[src/rtl/nios2_mul_share_arbiter.sv]
// Round-robin share of one 32x32->32 multiplier cell between two requesters; result pulse LATENCY+2 cycles after accept.
// Requesters are back-pressured only by losing arbitration; results cannot stall and must be sunk in their pulse cycle.
module nios2_mul_share_arbiter #(
  parameter int LATENCY = 1
) (
  input  logic        clk,
  input  logic        reset,
  input  logic        r0_valid,
  output logic        r0_ready,
  input  logic [31:0] r0_src1,
  input  logic [31:0] r0_src2,
  output logic        r0_result_valid,
  output logic [31:0] r0_result,
  input  logic        r1_valid,
  output logic        r1_ready,
  input  logic [31:0] r1_src1,
  input  logic [31:0] r1_src2,
  output logic        r1_result_valid,
  output logic [31:0] r1_result,
  output logic [31:0] cell_src1,
  output logic [31:0] cell_src2,
  input  logic [31:0] cell_result,
  output logic        idle
);

  logic               last_grant;
  logic               grant0;
  logic               grant1;
  logic               xfer;
  logic [LATENCY:0]   tag_vld;
  logic [LATENCY:0]   tag_id;
  logic               out_vld;
  logic               out_id;

  // last_grant holds the ID of the most recent winner; the other side wins a tie.
  always_comb begin
    grant0 = r0_valid && (!r1_valid || last_grant);
    grant1 = r1_valid && (!r0_valid || !last_grant);
  end

  assign r0_ready = grant0;
  assign r1_ready = grant1;
  assign xfer     = grant0 || grant1;

  always_ff @(posedge clk or posedge reset) begin
    if (reset) begin
      last_grant <= 1'b1;
      cell_src1  <= '0;
      cell_src2  <= '0;
    end else if (xfer) begin
      last_grant <= grant1;
      cell_src1  <= grant1 ? r1_src1 : r0_src1;
      cell_src2  <= grant1 ? r1_src2 : r0_src2;
    end
  end

  // Stage k of the tag pipeline lines up with cell operands that entered k cycles ago.
  always_ff @(posedge clk or posedge reset) begin
    if (reset) begin
      tag_vld <= '0;
      tag_id  <= '0;
    end else begin
      tag_vld <= {tag_vld[LATENCY-1:0], xfer};
      tag_id  <= {tag_id[LATENCY-1:0], grant1};
    end
  end

  assign out_vld = tag_vld[LATENCY];
  assign out_id  = tag_id[LATENCY];

  always_ff @(posedge clk or posedge reset) begin
    if (reset) begin
      r0_result_valid <= 1'b0;
      r1_result_valid <= 1'b0;
      r0_result       <= '0;
      r1_result       <= '0;
    end else begin
      r0_result_valid <= out_vld && !out_id;
      r1_result_valid <= out_vld && out_id;
      if (out_vld && !out_id) r0_result <= cell_result;
      if (out_vld && out_id)  r1_result <= cell_result;
    end
  end

  assign idle = !(|tag_vld) && !r0_result_valid && !r1_result_valid;

endmodule
[config.mk]
export PLATFORM = sky130hd
export DESIGN_NAME = nios2_mul_share_arbiter
export DESIGN_NICKNAME = d
export VERILOG_FILES = /design/src/rtl/nios2_mul_share_arbiter.sv
export SDC_FILE = /design/constraint.sdc
export NUM_CORES = 1
export LEC_CHECK = 0
export BUFFER_PORTS_ARGS = -buffer_cell sky130_fd_sc_hd__buf_2
export CAP_MARGIN = 10
export CORE_UTILIZATION = 40
export DETAILED_ROUTE_END_ITERATION = 12
export MAX_ROUTING_LAYER = met4
export PLACE_DENSITY_LB_ADDON = 0.1
export SYNTH_ARGS = -nofsm -noshare
export SYNTH_HDL_FRONTEND = slang
export SYNTH_SLANG_ARGS = --single-unit
[constraint.sdc]
create_clock -name clk -period 5.48 [get_ports clk]
set_input_delay 0.822 -clock clk [delete_from_list [all_inputs] [get_ports clk]]
set_output_delay 0.822 -clock clk [all_outputs]
set_load 0.05 [all_outputs]
[Word-level counts from Yosys, hierarchy flattened]
Cells that the tools add are included.
Storage, ports and cells
  bits in registers: 135
  output and inout port bits: 133
  logic and storage cells: 28
Cells by class
  reductions and logical operators: 17
  mux-type cells: 2
Operators by type and width (count)
  2-to-1 mux 32 bit: 2
  logical NOT 1 bit: 7
  logical AND 1 bit: 6
  logical OR 1 bit: 3
  OR reduction 2 bit: 1

[Logic depth before layout (Yosys ltp)]
  depth after elaboration: 4
  mapped depth: 5

[Least setup slack after synthesis]
OpenSTA, ideal clock, no wires.
  path type: input -> output
  from: in r1_valid
  to: out r1_ready
  stages on the path: 3
  path buffers: 2
  arrival: 2406 ps
  slack: 2252 ps
  required time: 4658 ps
  path through: buf_2 > clkbuf_1 > a21boi_0
On the way
  longest elaborated chain between the ends: 1
Ends and longest elaborated chain
  start, declared: RTL line 14  | input logic r1_valid,
  logical AND 1 bit: RTL line 38  | grant1 = r1_valid && (!r0_valid || !last_grant);
  end, declared: RTL line 15  | output logic r1_ready,
Every way passes these cells.

[Worst setup path after layout]
  from: reg last_grant
  to: out r1_ready
On the way
  longest elaborated chain between the ends: 3
Ends and longest elaborated chain
  start, declared: RTL line 26  | logic last_grant;
  start signal, assigned: RTL line 51  | last_grant <= grant1;
  logical NOT 1 bit: RTL line 38
  logical OR 1 bit: RTL line 38
  logical AND 1 bit: RTL line 38
Every way passes these cells.

==> metrics.cfg <==
[die]
die_h_um = 125
fp.dieW_um = 125
start_util = 0.412
core-area_sq_mm = 0.0146
row_count = 44
pin_count = 297
die_area_sq_mm = 0.0155

[synthesis]
synth_xor_area_frac = 0
synth_top_family_by_area = compound AO/OA/AOI/OAI gates
yosysUniqueCellTypes = 20
synth_nets = 679
synthAdderAreaFrac = 0
syn_inst = 515
postSynthAreaPerCell_sq_um = 11.7
ys_seq_area_frac = 0.562
yosys.area_share.simple = 0.0724
synth.mux.area_fraction = 0.120
yosys_warnings = 0
synth_compound_area_frac = 0.202
synth_area_sq_mm = 0.00601
ys_ff_latch = 135

[timing]
fin_crit_sh = 0.578
holdWs_ns = 0.388
slew_headroom = 0.231
worst_slew_pin_slew_ns = 1.15
report.final.hold_viol_count = 0
skew_ns = 0.00665
final.setup.tns_ns = 0
fin_ws_ns = 2.31
min_period_ns = 3.17
rsz0062_at_grt = no
max_freq_mhz = 316
slew_viol_final = 0
final-setup-viol-count = 0

[clocking]
cts_resized = 0
cts_hold_buf = 0
path_clk_slew_ns = 0.06
cts_sinks = 135
cts_buffers = 17
clk_path_buf_depth = 2
cts_max_level = 4
post_cts_buffers = 0
cts_root_buffer = clkbuf_16
cts_tree = yes
worstSkewPairLatency_ns = 0.42

[grt]
overflow = 0
grt_first_pass_wirelength_um = 27800
grt_usage = 0.236
grt_start_max_net_pins = 132
antenna_found_initial = 1
grt_pass1_vias = 5394

[min_path]
hold_depth = 0
hp-class = reg -> reg
min_to = tag_id[1]
hold_start = tag_id[0]

[worst_setup_path]
r2r-start = last_grant
rrSetupSlack_ns = 2.94
path_max_fanout = 38
critPathKind = reg -> out
reg2regPathDepth = 5
cp-end-kind = output pin
arrival_ns = 2.35
r2r-end = cell_src1[6]
critical_path_required_ns = 4.66
start_kind = flip-flop

[drt]
wl_per_cell_um = 17.7
drt_wl_total_um = 17400
first_iter_violations = 267
vias = 5345
dr.pass1.iters = 5
ant_nets = 0
route.detailed.drc = 0
via_per_inst = 5.44

[power]
powerDensity_mw_per_mm2 = 417
power.leakage_nw = 3.71
ir_drop_mv = 0.196
p_total_mw = 3.37

[placement]
hpwl_um = 11800
port_buffers = 296
gp_congestion = 0.809
pre_cts_slack_ns = 2.30

[final_layout]
drive_above_1_share = 0.499
fin_nets = 950
final_common_cell = buf_2
synthToLayoutAreaGrowth_pct = 34.6
utilization = 0.554
final_cell_mix = 295 x buf_2, 134 x dfrtp_1

[status]
status = finished clean

[run]
maxCapViolations = 0

## critical path, stage by stage (launching register included)
cell      delay, ns
dfstp_2        0.95
buf_4          0.52
a21boi_0       0.20
buf_2          0.25
## how the worst max path moves through the flow
stage,from,to,slack (ns),cells after the start
2_1_floorplan,reset,cell_src1[0],1.05,1
3_3_place_gp,r1_valid,r1_ready,2.39,3
3_5_place_dp,r1_valid,r1_ready,2.30,3
4_1_cts,last_grant,r1_ready,2.26,3
5_1_grt,last_grant,r1_ready,2.14,3
6_report,last_grant,r1_ready,2.31,3
## registers in the layout, summed over array words and instances (netlist names)
register         count
cell_src1           32
r1_result_valid      1
r1_result           32
tag_id               2
cell_src2           32
tag_vld              2
r0_result           32
r0_result_valid      1
last_grant           1
## layout make-up
cell class                 instances  area, sq um
sequential                       135         3380
tap                              184          230
clock buffer                      23          478
multi-input combinational        328         2380
antenna                            1         2.50
clock inverter                     7         72.6
inverter                           3         18.8
timing repair buffer             301         1520
fill                            1300         6500
## per-stage QoR
stage	area, sq um	instances
floorplan	6010	515
global placement	7530	951
detailed placement	7530	951
CTS	8090	981
global route	8090	982
finish	8090	982
## logic make-up after synthesis
family | count (synthesis)
mux | 64
compound gates | 194
buf+inv | 52
simple gates | 70
flops | 135
## report_power, final
group	internal (mW)	switching [mW]	leakage, nW	total (mW)
logic	0.287	0.788	1.89	1.07
clock network	0.654	0.414	0.265	1.07
registers	1.15	0.0842	1.55	1.23
## metal layers
metal | track usage | part of all wire | vias up
li1 | - | - | 2468
met1 | 0.273 | 0.40 | 2621
met2 | 0.387 | 0.51 | 227
met3 | 0.0657 | 0.067 | 29
met4 | 0.0907 | 0.023 | 0
met5 | - | 0 | -
## cells in the mapped netlist, drive strengths merged
cell type,instances,area share
nand2,1,0.00062
dfrtp,134,0.56
inv,3,0.0019
nor2b,2,0.0025
a21o,1,0.0012
or2,1,0.0010
buf,37,0.034
a21oi,64,0.053
nor4,1,0.0010
nor2,1,0.00062
a21boi,1,0.0012
o32ai,64,0.093
dfstp,1,0.0044
o21ai,64,0.053
clkbuf,12,0.0075
nand2b,64,0.067
mux2,64,0.12
Note: power is estimated with default switching activity, not from simulation.
